--- config.mk ---
export PLATFORM = sky130hd
export DESIGN_NAME = id_ex_alu_ctrl
export DESIGN_NICKNAME = d
export VERILOG_FILES = /design/src/rtl/alu_pkg.sv /design/src/rtl/alu_op_decoder.sv /design/src/rtl/id_ex_alu_ctrl.sv
export SDC_FILE = /design/constraint.sdc
export NUM_CORES = 1
export LEC_CHECK = 0
export CAP_MARGIN = 40
export CORE_MARGIN = 1
export CORE_UTILIZATION = 38
export CTS_CLUSTER_DIAMETER = 120
export DETAILED_ROUTE_END_ITERATION = 6
export PLACE_DENSITY_LB_ADDON = 0.08
export SYNTH_ARGS = -nofsm -noshare
export SYNTH_HDL_FRONTEND = slang
export SYNTH_SLANG_ARGS = --single-unit
--- constraint.sdc ---
create_clock -name clk -period 3.3 [get_ports clk]
set_input_delay 0.33 -clock clk [delete_from_list [all_inputs] [get_ports clk]]
set_output_delay 0.33 -clock clk [all_outputs]
set_load 0.02 [all_outputs]
--- src/rtl/alu_pkg.sv ---
// ---------------------------------------------------------------------------
// alu_pkg
// Shared definitions for the ID/EX ALU control slice:
//   - alu_op_t         : 4-bit ALU operation codes understood by the EX ALU
//   - OPC_*            : RISC-V major opcodes recognised by the decoder
//   - ex_ctrl_t        : control half of the ID/EX register
//   - EX_CTRL_BUBBLE   : control value of an empty (bubble) EX slot
//   - alu_funct3_decode: funct3 -> ALU op map shared by R-type and I-ALU
// ---------------------------------------------------------------------------
package alu_pkg;

    typedef enum logic [3:0] {
        ALU_AND     = 4'b0000,
        ALU_OR      = 4'b0001,
        ALU_ADD     = 4'b0010,
        ALU_SUB     = 4'b0011,
        ALU_SLL     = 4'b0100,
        ALU_SRL     = 4'b0101,
        ALU_SRA     = 4'b0111,
        ALU_EQ      = 4'b1000,
        ALU_XOR     = 4'b1010,
        ALU_SLT     = 4'b1100,
        ALU_NOP_ILL = 4'b1111    // ALU returns 0 for this code
    } alu_op_t;

    localparam logic [6:0] OPC_R      = 7'b0110011;
    localparam logic [6:0] OPC_I_ALU  = 7'b0010011;
    localparam logic [6:0] OPC_LOAD   = 7'b0000011;
    localparam logic [6:0] OPC_STORE  = 7'b0100011;
    localparam logic [6:0] OPC_BRANCH = 7'b1100011;
    localparam logic [6:0] OPC_LUI    = 7'b0110111;
    localparam logic [6:0] OPC_AUIPC  = 7'b0010111;
    localparam logic [6:0] OPC_JAL    = 7'b1101111;
    localparam logic [6:0] OPC_JALR   = 7'b1100111;

    typedef struct packed {
        logic    valid;
        alu_op_t op;
        logic    illegal;
    } ex_ctrl_t;

    localparam ex_ctrl_t EX_CTRL_BUBBLE = '{valid: 1'b0, op: ALU_ADD, illegal: 1'b0};

    typedef struct packed {
        alu_op_t op;
        logic    illegal;
    } op_dec_t;

    // alt selects SUB/SRA; callers pass 0 where the alternate form does not exist.
    function automatic op_dec_t alu_funct3_decode(input logic [2:0] funct3,
                                                  input logic       alt);
        op_dec_t d;
        d.illegal = 1'b0;
        case (funct3)
            3'b000:  d.op = alt ? ALU_SUB : ALU_ADD;
            3'b001:  d.op = ALU_SLL;
            3'b010:  d.op = ALU_SLT;
            3'b100:  d.op = ALU_XOR;
            3'b101:  d.op = alt ? ALU_SRA : ALU_SRL;
            3'b110:  d.op = ALU_OR;
            3'b111:  d.op = ALU_AND;
            default: begin
                // SLTU/SLTIU: no unsigned compare in this ALU
                d.op      = ALU_NOP_ILL;
                d.illegal = 1'b1;
            end
        endcase
        return d;
    endfunction

endpackage

--- src/rtl/alu_op_decoder.sv ---
// ---------------------------------------------------------------------------
// alu_op_decoder
// Purely combinational decode of one instruction into ALU operation code and
// operand selection.
// Ports:
//   i_instr   : raw 32-bit instruction word
//   i_pc      : instruction PC
//   i_rs1     : rs1 value (already forwarded)
//   i_rs2     : rs2 value (already forwarded)
//   i_imm     : sign-extended immediate
//   o_op      : ALU operation code
//   o_src_a   : ALU SrcA
//   o_src_b   : ALU SrcB
//   o_illegal : encoding not supported by this pipeline
// ---------------------------------------------------------------------------
module alu_op_decoder
    import alu_pkg::*;
#(
    parameter int DATA_WIDTH = 32
) (
    input  logic [31:0]           i_instr,
    input  logic [DATA_WIDTH-1:0] i_pc,
    input  logic [DATA_WIDTH-1:0] i_rs1,
    input  logic [DATA_WIDTH-1:0] i_rs2,
    input  logic [DATA_WIDTH-1:0] i_imm,
    output alu_op_t               o_op,
    output logic [DATA_WIDTH-1:0] o_src_a,
    output logic [DATA_WIDTH-1:0] o_src_b,
    output logic                  o_illegal
);

    logic [6:0] w_opcode;
    logic [2:0] w_funct3;
    logic       w_funct7_b5;
    op_dec_t    w_r_dec;
    op_dec_t    w_i_dec;

    assign w_opcode    = i_instr[6:0];
    assign w_funct3    = i_instr[14:12];
    assign w_funct7_b5 = i_instr[30];

    // Register indices and the rest of funct7 are not needed for ALU control.
    logic w_unused_instr_bits;
    assign w_unused_instr_bits = ^{i_instr[31], i_instr[29:15], i_instr[11:7]};

    assign w_r_dec = alu_funct3_decode(w_funct3, w_funct7_b5);
    // ADDI has no subtract form, but SRAI does use funct7[5].
    assign w_i_dec = alu_funct3_decode(w_funct3,
                                       (w_funct3 == 3'b101) ? w_funct7_b5 : 1'b0);

    always_comb begin
        o_op      = ALU_NOP_ILL;
        o_src_a   = '0;
        o_src_b   = '0;
        o_illegal = 1'b1;
        case (w_opcode)
            OPC_R: begin
                o_op      = w_r_dec.op;
                o_illegal = w_r_dec.illegal;
                o_src_a   = i_rs1;
                o_src_b   = i_rs2;
            end
            OPC_I_ALU: begin
                o_op      = w_i_dec.op;
                o_illegal = w_i_dec.illegal;
                o_src_a   = i_rs1;
                o_src_b   = i_imm;
            end
            OPC_LOAD, OPC_STORE: begin
                o_op      = ALU_ADD;
                o_illegal = 1'b0;
                o_src_a   = i_rs1;
                o_src_b   = i_imm;
            end
            OPC_BRANCH: begin
                // Only the base comparison is computed; the branch unit
                // inverts it for BNE/BGE.
                o_src_a = i_rs1;
                o_src_b = i_rs2;
                case (w_funct3)
                    3'b000, 3'b001: begin
                        o_op      = ALU_EQ;
                        o_illegal = 1'b0;
                    end
                    3'b100, 3'b101: begin
                        o_op      = ALU_SLT;
                        o_illegal = 1'b0;
                    end
                    default: begin
                        // BLTU/BGEU and the reserved encodings
                        o_op      = ALU_NOP_ILL;
                        o_illegal = 1'b1;
                    end
                endcase
            end
            OPC_LUI: begin
                o_op      = ALU_ADD;
                o_illegal = 1'b0;
                o_src_a   = '0;
                o_src_b   = i_imm;
            end
            OPC_AUIPC: begin
                o_op      = ALU_ADD;
                o_illegal = 1'b0;
                o_src_a   = i_pc;
                o_src_b   = i_imm;
            end
            OPC_JAL, OPC_JALR: begin
                // ALU produces the link address pc+4; the target is computed elsewhere.
                o_op      = ALU_ADD;
                o_illegal = 1'b0;
                o_src_a   = i_pc;
                o_src_b   = DATA_WIDTH'(4);
            end
            default: begin
                o_op      = ALU_NOP_ILL;
                o_illegal = 1'b1;
                o_src_a   = '0;
                o_src_b   = '0;
            end
        endcase
    end

endmodule

--- src/rtl/id_ex_alu_ctrl.sv ---
// ---------------------------------------------------------------------------
// id_ex_alu_ctrl
// ID/EX pipeline register for the ALU control and operand inputs. Decode is
// done by alu_op_decoder; this level holds the register with flush > stall >
// load priority. All outputs are registered.
// Ports:
//   clk, reset      : clock (rising edge) and asynchronous active-high reset
//   id_valid        : ID holds a real instruction
//   id_instr        : raw instruction word
//   id_pc           : instruction PC
//   id_rs1_data     : rs1 value (already forwarded)
//   id_rs2_data     : rs2 value (already forwarded)
//   id_imm          : sign-extended immediate
//   stall           : hold the ID/EX register
//   flush           : load a bubble into the ID/EX register
//   ex_valid        : EX holds a real instruction
//   ex_operation    : ALU operation code
//   ex_src_a/b      : ALU operands
//   ex_illegal      : unsupported encoding (only meaningful with ex_valid)
// ---------------------------------------------------------------------------
module id_ex_alu_ctrl
    import alu_pkg::*;
#(
    parameter int DATA_WIDTH    = 32,
    parameter int OPCODE_LENGTH = 4
) (
    input  logic                     clk,
    input  logic                     reset,
    input  logic                     id_valid,
    input  logic [31:0]              id_instr,
    input  logic [DATA_WIDTH-1:0]    id_pc,
    input  logic [DATA_WIDTH-1:0]    id_rs1_data,
    input  logic [DATA_WIDTH-1:0]    id_rs2_data,
    input  logic [DATA_WIDTH-1:0]    id_imm,
    input  logic                     stall,
    input  logic                     flush,
    output logic                     ex_valid,
    output logic [OPCODE_LENGTH-1:0] ex_operation,
    output logic [DATA_WIDTH-1:0]    ex_src_a,
    output logic [DATA_WIDTH-1:0]    ex_src_b,
    output logic                     ex_illegal
);

    alu_op_t               w_op;
    logic [DATA_WIDTH-1:0] w_src_a;
    logic [DATA_WIDTH-1:0] w_src_b;
    logic                  w_illegal;

    logic                     r_valid;
    logic [OPCODE_LENGTH-1:0] r_op;
    logic [DATA_WIDTH-1:0]    r_src_a;
    logic [DATA_WIDTH-1:0]    r_src_b;
    logic                     r_illegal;

    alu_op_decoder #(
        .DATA_WIDTH (DATA_WIDTH)
    ) u_dec (
        .i_instr   (id_instr),
        .i_pc      (id_pc),
        .i_rs1     (id_rs1_data),
        .i_rs2     (id_rs2_data),
        .i_imm     (id_imm),
        .o_op      (w_op),
        .o_src_a   (w_src_a),
        .o_src_b   (w_src_b),
        .o_illegal (w_illegal)
    );

    // ID -> EX boundary
    always_ff @(posedge clk or posedge reset) begin
        if (reset) begin
            r_valid   <= EX_CTRL_BUBBLE.valid;
            r_op      <= OPCODE_LENGTH'(EX_CTRL_BUBBLE.op);
            r_src_a   <= '0;
            r_src_b   <= '0;
            r_illegal <= EX_CTRL_BUBBLE.illegal;
        end else if (flush || (!stall && !id_valid)) begin
            // Flush wins over stall; an empty ID slot also enters EX as a bubble.
            r_valid   <= EX_CTRL_BUBBLE.valid;
            r_op      <= OPCODE_LENGTH'(EX_CTRL_BUBBLE.op);
            r_src_a   <= '0;
            r_src_b   <= '0;
            r_illegal <= EX_CTRL_BUBBLE.illegal;
        end else if (!stall) begin
            r_valid   <= 1'b1;
            r_op      <= OPCODE_LENGTH'(w_op);
            r_src_a   <= w_src_a;
            r_src_b   <= w_src_b;
            r_illegal <= w_illegal;
        end
    end

    assign ex_valid     = r_valid;
    assign ex_operation = r_op;
    assign ex_src_a     = r_src_a;
    assign ex_src_b     = r_src_b;
    assign ex_illegal   = r_illegal;

endmodule

* Word level (Yosys, flattened, before mapping)
Index checks and enable logic that the tools add are counted.
** Storage, ports and cells
- Register bits after elaboration :: 70
- Word-level logic and storage cells :: 61
** Operators by class
- Reduce and logical (&&, ||, !) cells :: 16
- Equality and inequality tests :: 16
- Muxes and demuxes :: 24
** Operator list (count)
- $mux W32 :: 4
- $pmux W32 S3 :: 1
- $pmux W32 S2 :: 1
- $pmux W4 S7 :: 2
- $eq A7 B6 Y1 const B :: 3
- $eq A7 B7 Y1 const B :: 3
- $pmux W4 S4 :: 1
- $eq A7 B5 Y1 const B :: 2
- $eq A3 B3 Y1 const B :: 4
- $reduce_or A2 Y1 :: 5
- $reduce_or A5 Y1 :: 2
- $mux W1 :: 9
- $mux W4 :: 2
- $eq A7 B2 Y1 const B :: 1
- $reduce_or A7 Y1 :: 1
- $pmux W3 S2 :: 1
- $reduce_or A6 Y1 :: 1
- $mux W2 :: 2
- $reduce_or A4 Y1 :: 1
- $eq A3 B1 Y1 const B :: 1
- $eq A3 B2 Y1 const B :: 1
- $logic_not A3 Y1 :: 1
- $pmux W1 S3 :: 1
- $reduce_or A3 Y1 :: 1
- other kinds (4) :: 5

* Longest topological paths before layout
- Word-level depth :: 7
- Gate-level depth with buffers :: 7
- Depth with buffers taken out :: 4

* By module
From an unflattened synthesis, not the netlist that was laid out.
** Second synthesis, totals
- Cells, all modules :: 369
- Area, all modules :: 3875.0 µm²
** By module, submodules not included
- id_ex_alu_ctrl :: area an instance 2890.3 µm², times used 1, cells an instance 246
- alu_op_decoder :: area an instance 984.7 µm², times used 1, cells an instance 123

* Least setup slack after synthesis
OpenSTA, ideal clock, no wires.
- Path type :: input to register
- Start point :: in id_instr[6]
- End point :: reg r_op[3], in the netlist ex_operation[3]
- Stages on the path :: 5
- Arrival :: 1398 ps
- Setup slack :: 1778 ps
- Buffers on the path :: 1
- Setup time :: 124 ps
- Cell sequence :: buf_6 -> or3b_4 -> a21oi_4 -> nor3_1 -> a211o_1
** On the way
- Cells in the longest elaborated chain, start to end :: 5
- Elaborated cells on any way between the ends :: 13
- Classes of those cells :: eq/ne: 9; mux: 3; reduce/logical: 1
** RTL lines
- from (decl) :: RTL line id_ex_alu_ctrl.sv:30 : input logic [31:0] id_instr,
- $eq A7 B2 Y1, or another cell as far along :: RTL line alu_op_decoder.sv:56 : case (w_opcode)
- $reduce_or A6 Y1 (no source line)
- $pmux W4 S4 (*) :: RTL line alu_op_decoder.sv:56
- $mux W4 (*) :: RTL line id_ex_alu_ctrl.sv:84 : end else if (!stall) begin
- $mux W4 (*) :: RTL line id_ex_alu_ctrl.sv:77 : end else if (flush || (!stall && !id_valid)) begin
- to (signal assigned) :: RTL line id_ex_alu_ctrl.sv:73 : r_op <= OPCODE_LENGTH'(EX_CTRL_BUBBLE.op);
- to (signal assigned) :: RTL line id_ex_alu_ctrl.sv:80 : r_op <= OPCODE_LENGTH'(EX_CTRL_BUBBLE.op);
- to (signal assigned) :: RTL line id_ex_alu_ctrl.sv:86 : r_op <= OPCODE_LENGTH'(w_op);
- to (decl) :: RTL line id_ex_alu_ctrl.sv:50 : logic [OPCODE_LENGTH-1:0] r_op;
Mark *: on every way between the ends. The rest lies on a longest branch, timed or not. The select of a mux whose other input is x is not followed.
A chain may end at the register's enable or synchronous reset.

* Worst setup path after layout
- Start point :: in id_instr[6]
- End point :: reg r_src_b[13], in the netlist ex_src_b[13]
** On the way
- Cells in the longest elaborated chain, start to end :: 5
- Elaborated cells on any way between the ends :: 15
- Classes of those cells :: eq/ne: 9; mux: 3; reduce/logical: 3
** RTL lines
- $eq A7 B5 Y1, or another cell as far along :: RTL line alu_op_decoder.sv:56
- $reduce_or A5 Y1 (no source line) or $reduce_or A2 Y1 (tied branches)
- $pmux W32 S3 (*) :: RTL line alu_op_decoder.sv:56
- $mux W32 (*) :: RTL line id_ex_alu_ctrl.sv:84
- $mux W32 (*) :: RTL line id_ex_alu_ctrl.sv:77
- to (signal assigned) :: RTL line id_ex_alu_ctrl.sv:88 : r_src_b <= w_src_b;
- to (decl) :: RTL line id_ex_alu_ctrl.sv:52 : logic [DATA_WIDTH-1:0] r_src_b;
Marks and branches as above.

==> qor.yml <==
outcome:
  status: "finished clean"
synthesis:
  synth_warnings: 0
  synthesis.area_sq_um: 3367
  synth_cell_type_count: 42
  syn_nets: 473
  ys_ff_latch: 70
  synth_edf_count: 0
  synth.yosys.seq_area_share_pct: 52.06
  async_flop_share_pct: 100.0
  dominantRegCellSynth: "dfrtp_1"
  syn_area_per_cell_sq_um: 10.93
  syn_inst: 308
flow_run:
  cap_violations: 0
setup_path:
  arrival_ns: 2.54
  reg2reg_from: "ex_src_a[23]"
  critPathLaunchType: "input port"
  crit_start: "id_instr[6]"
  cp_max_fo: 32
  critPathRequiredTime_ns: 3.56
  cp-end-kind: "register"
  path_class: "in -> reg"
route:
  totalWireLength_um: 10530
  wl_per_cell_um: 16.87
  drt_pass1_iterations: 4
  drt_iter0_drc: 111
  vias: 3269
  drc: 0
  ant_nets: 0
  viasPerCell: 5.239
clock_tree:
  cts_tree: "yes"
  cts_hold_buf: 0
  cts_inserted_buffers: 9
  cts.htree.levels: 3
  path_clk_slew_ns: 0.08
  clockBufferDepth: 2
  cts_resized: 0
  clock_sinks: 70
  clk_latency_ns: 0.33
  root_buffer: "clkbuf_8"
  cts_setup_buffers: 0
die:
  start_util_pct: 40.17
  io_pins: 235
  die_h_um: 96.13
  num_rows: 33
  core_sq_um: 8382
  die-area_sq_um: 9241
  die_x_um: 96.13
cells_and_area:
  nets: 679
  diodes: 0
  drive_gt1_share_pct: 6.744
  fill_cells: 680
  areaGrowthSynthToFinish_pct: 70.35
placement:
  place_congestion: 0.8322
  dpl_worst_slack_ns: 0.6296
  io_buffers: 213
  dp_hpwl_um: 7665
global_route:
  grt_overflow_total: 0
  antenna_found_initial: 0
  grt_max_degree: 38
  grt_pass1_wl_um: 15610
  groute.usage.overall_pct: 22.36
  grt_pass1_vias: 3175
worst_hold_path:
  hp-class: "in -> async"
sta:
  period_needed_ns: 2.276
  rsz0062_at_grt: "false"
  fmax_mhz: 439.3
  finalHoldViolCount: 0
  max_slew_margin_pct: 41.72
  skew_ns: 0
  totalNegativeSetupSlack_ns: 0
  layout_setup_ws_ns: 1.024
  slew_violations: 0
  worstMarginPinSlew_ns: 0.8741
  finalCritPeriodShare_pct: 68.97
  setup_viol: 0
  whs_ns: 0.3837
power_and_ir_drop:
  ir_worst_vdd_mv: 0.2060
  leakagePower_nw: 2.314
  p_per_area_nw_per_um2: 321.4
==> layer usage <==
| metal | global-route usage [%] | up-vias | part of all wire [%] |
|---|---|---|---|
| li1 | - | 1568 | - |
| met1 | 27.68 | 1566 | 41 |
| met2 | 38.53 | 125 | 49 |
| met3 | 6.161 | 10 | 8.5 |
| met4 | 5.348 | 0 | 0.94 |
| met5 | 0 | - | 0 |
==> synth_stat cells (all sizes together), types with 3 or more instances <==
cell type  count  area (sq um)
and2          32         200.2
nand2b         3         18.77
o21ai         37         188.9
nor2b          4         25.02
a21oi          5         36.29
buf           17         136.4
nand2         34         127.6
a32oi          3         26.28
clkbuf         7         26.28
a22oi         31         232.7
a211o          4         35.03
nor2           3         11.26
a221o         32         320.3
dfrtp         69          1727
==> path summary, 6_finish.rpt <==
path                                    to  slack (ns)  cells past startpoint
setup / recovery              ex_src_b[13]        1.02                      5
hold / removal                ex_src_b[10]        0.38                      2
setup reg to reg              ex_src_a[23]        2.38                      2
hold reg to reg            ex_operation[1]        0.48                      2
max in group asynchronous  ex_operation[1]        2.12                      3
min in group clk           ex_operation[1]        0.48                      2
==> cell usage in the layout (no fill, tap or decap), types with 5 or more instances in the layout <==
| cell type | synthesis | routed |
|---|---|---|
| a22oi_1 | 31 | 31 |
| clkbuf_8 | 0 | 9 |
| a221o_1 | 32 | 32 |
| buf_4 | 3 | 5 |
| o21ai_1 | 31 | 31 |
| dfrtp_1 | 69 | 69 |
| o21ai_0 | 5 | 5 |
| and2_1 | 32 | 32 |
| clkdlybuf4s50_1 | 0 | 213 |
| nand2_1 | 34 | 34 |
==> critical path, cell delays in order <==
cell and delay [ns]:
clkdlybuf4s50_1 0.59, or3b_4 0.53, o22ai_4 0.67, a22oi_1 0.21, o21ai_1 0.20
==> state kept, by name, summed over array words and instances (netlist names) <==
name,cells
ex_src_b,32
ex_valid,1
ex_illegal,1
ex_operation,4
ex_src_a,32
==> final cells by class <==
type / instances / area [sq um] / share of cell area [%]
clock inverter: 7 / 75.07 / 1.309
tap: 105 / 131.4 / 2.291
sequential: 70 / 1753 / 30.56
clock buffer: 9 / 123.9 / 2.160
inverter: 2 / 7.507 / 0.1309
timing repair buffer: 219 / 2190 / 38.18
multi-input combinational: 212 / 1455 / 25.37
==> through the flow <==
| stage | total power [mW] | util, % | cells | instance area (sq um) |
|---|---|---|---|---|
| floorplan | 0.9534 | - | 308 | 3367 |
| global placement | 1.160 | 66.05 | 608 | 5537 |
| detailed placement | 1.163 | 66.05 | 608 | 5537 |
| CTS | 1.855 | 68.43 | 624 | 5736 |
| global route | 1.908 | 68.43 | 624 | 5736 |
| finish | 1.844 | 68.43 | 624 | 5736 |
==> kinds of logic (layout without fill, tap and decap cells) <==
family | count (synthesis) | in the layout | synth area share [%]
xor gates and xnor gates | 1 | 1 | 0.2602
AOI/OAI and AO/OA | 120 | 120 | 27.24
DFF | 70 | 70 | 52.06
and+or+nand+nor | 90 | 90 | 15.09
muxes | 1 | 1 | 0.2973
buffers and inverters | 26 | 237 | 5.054
==> where the power goes <==
| part | total, mW | internal [mW] | switching (mW) |
|---|---|---|---|
| Clock | 0.698 | 0.350 | 0.349 |
| Combinational | 0.278 | 0.182 | 0.0961 |
| Sequential | 0.867 | 0.863 | 0.00358 |
No activity file was read; power rests on OpenSTA's default activity.
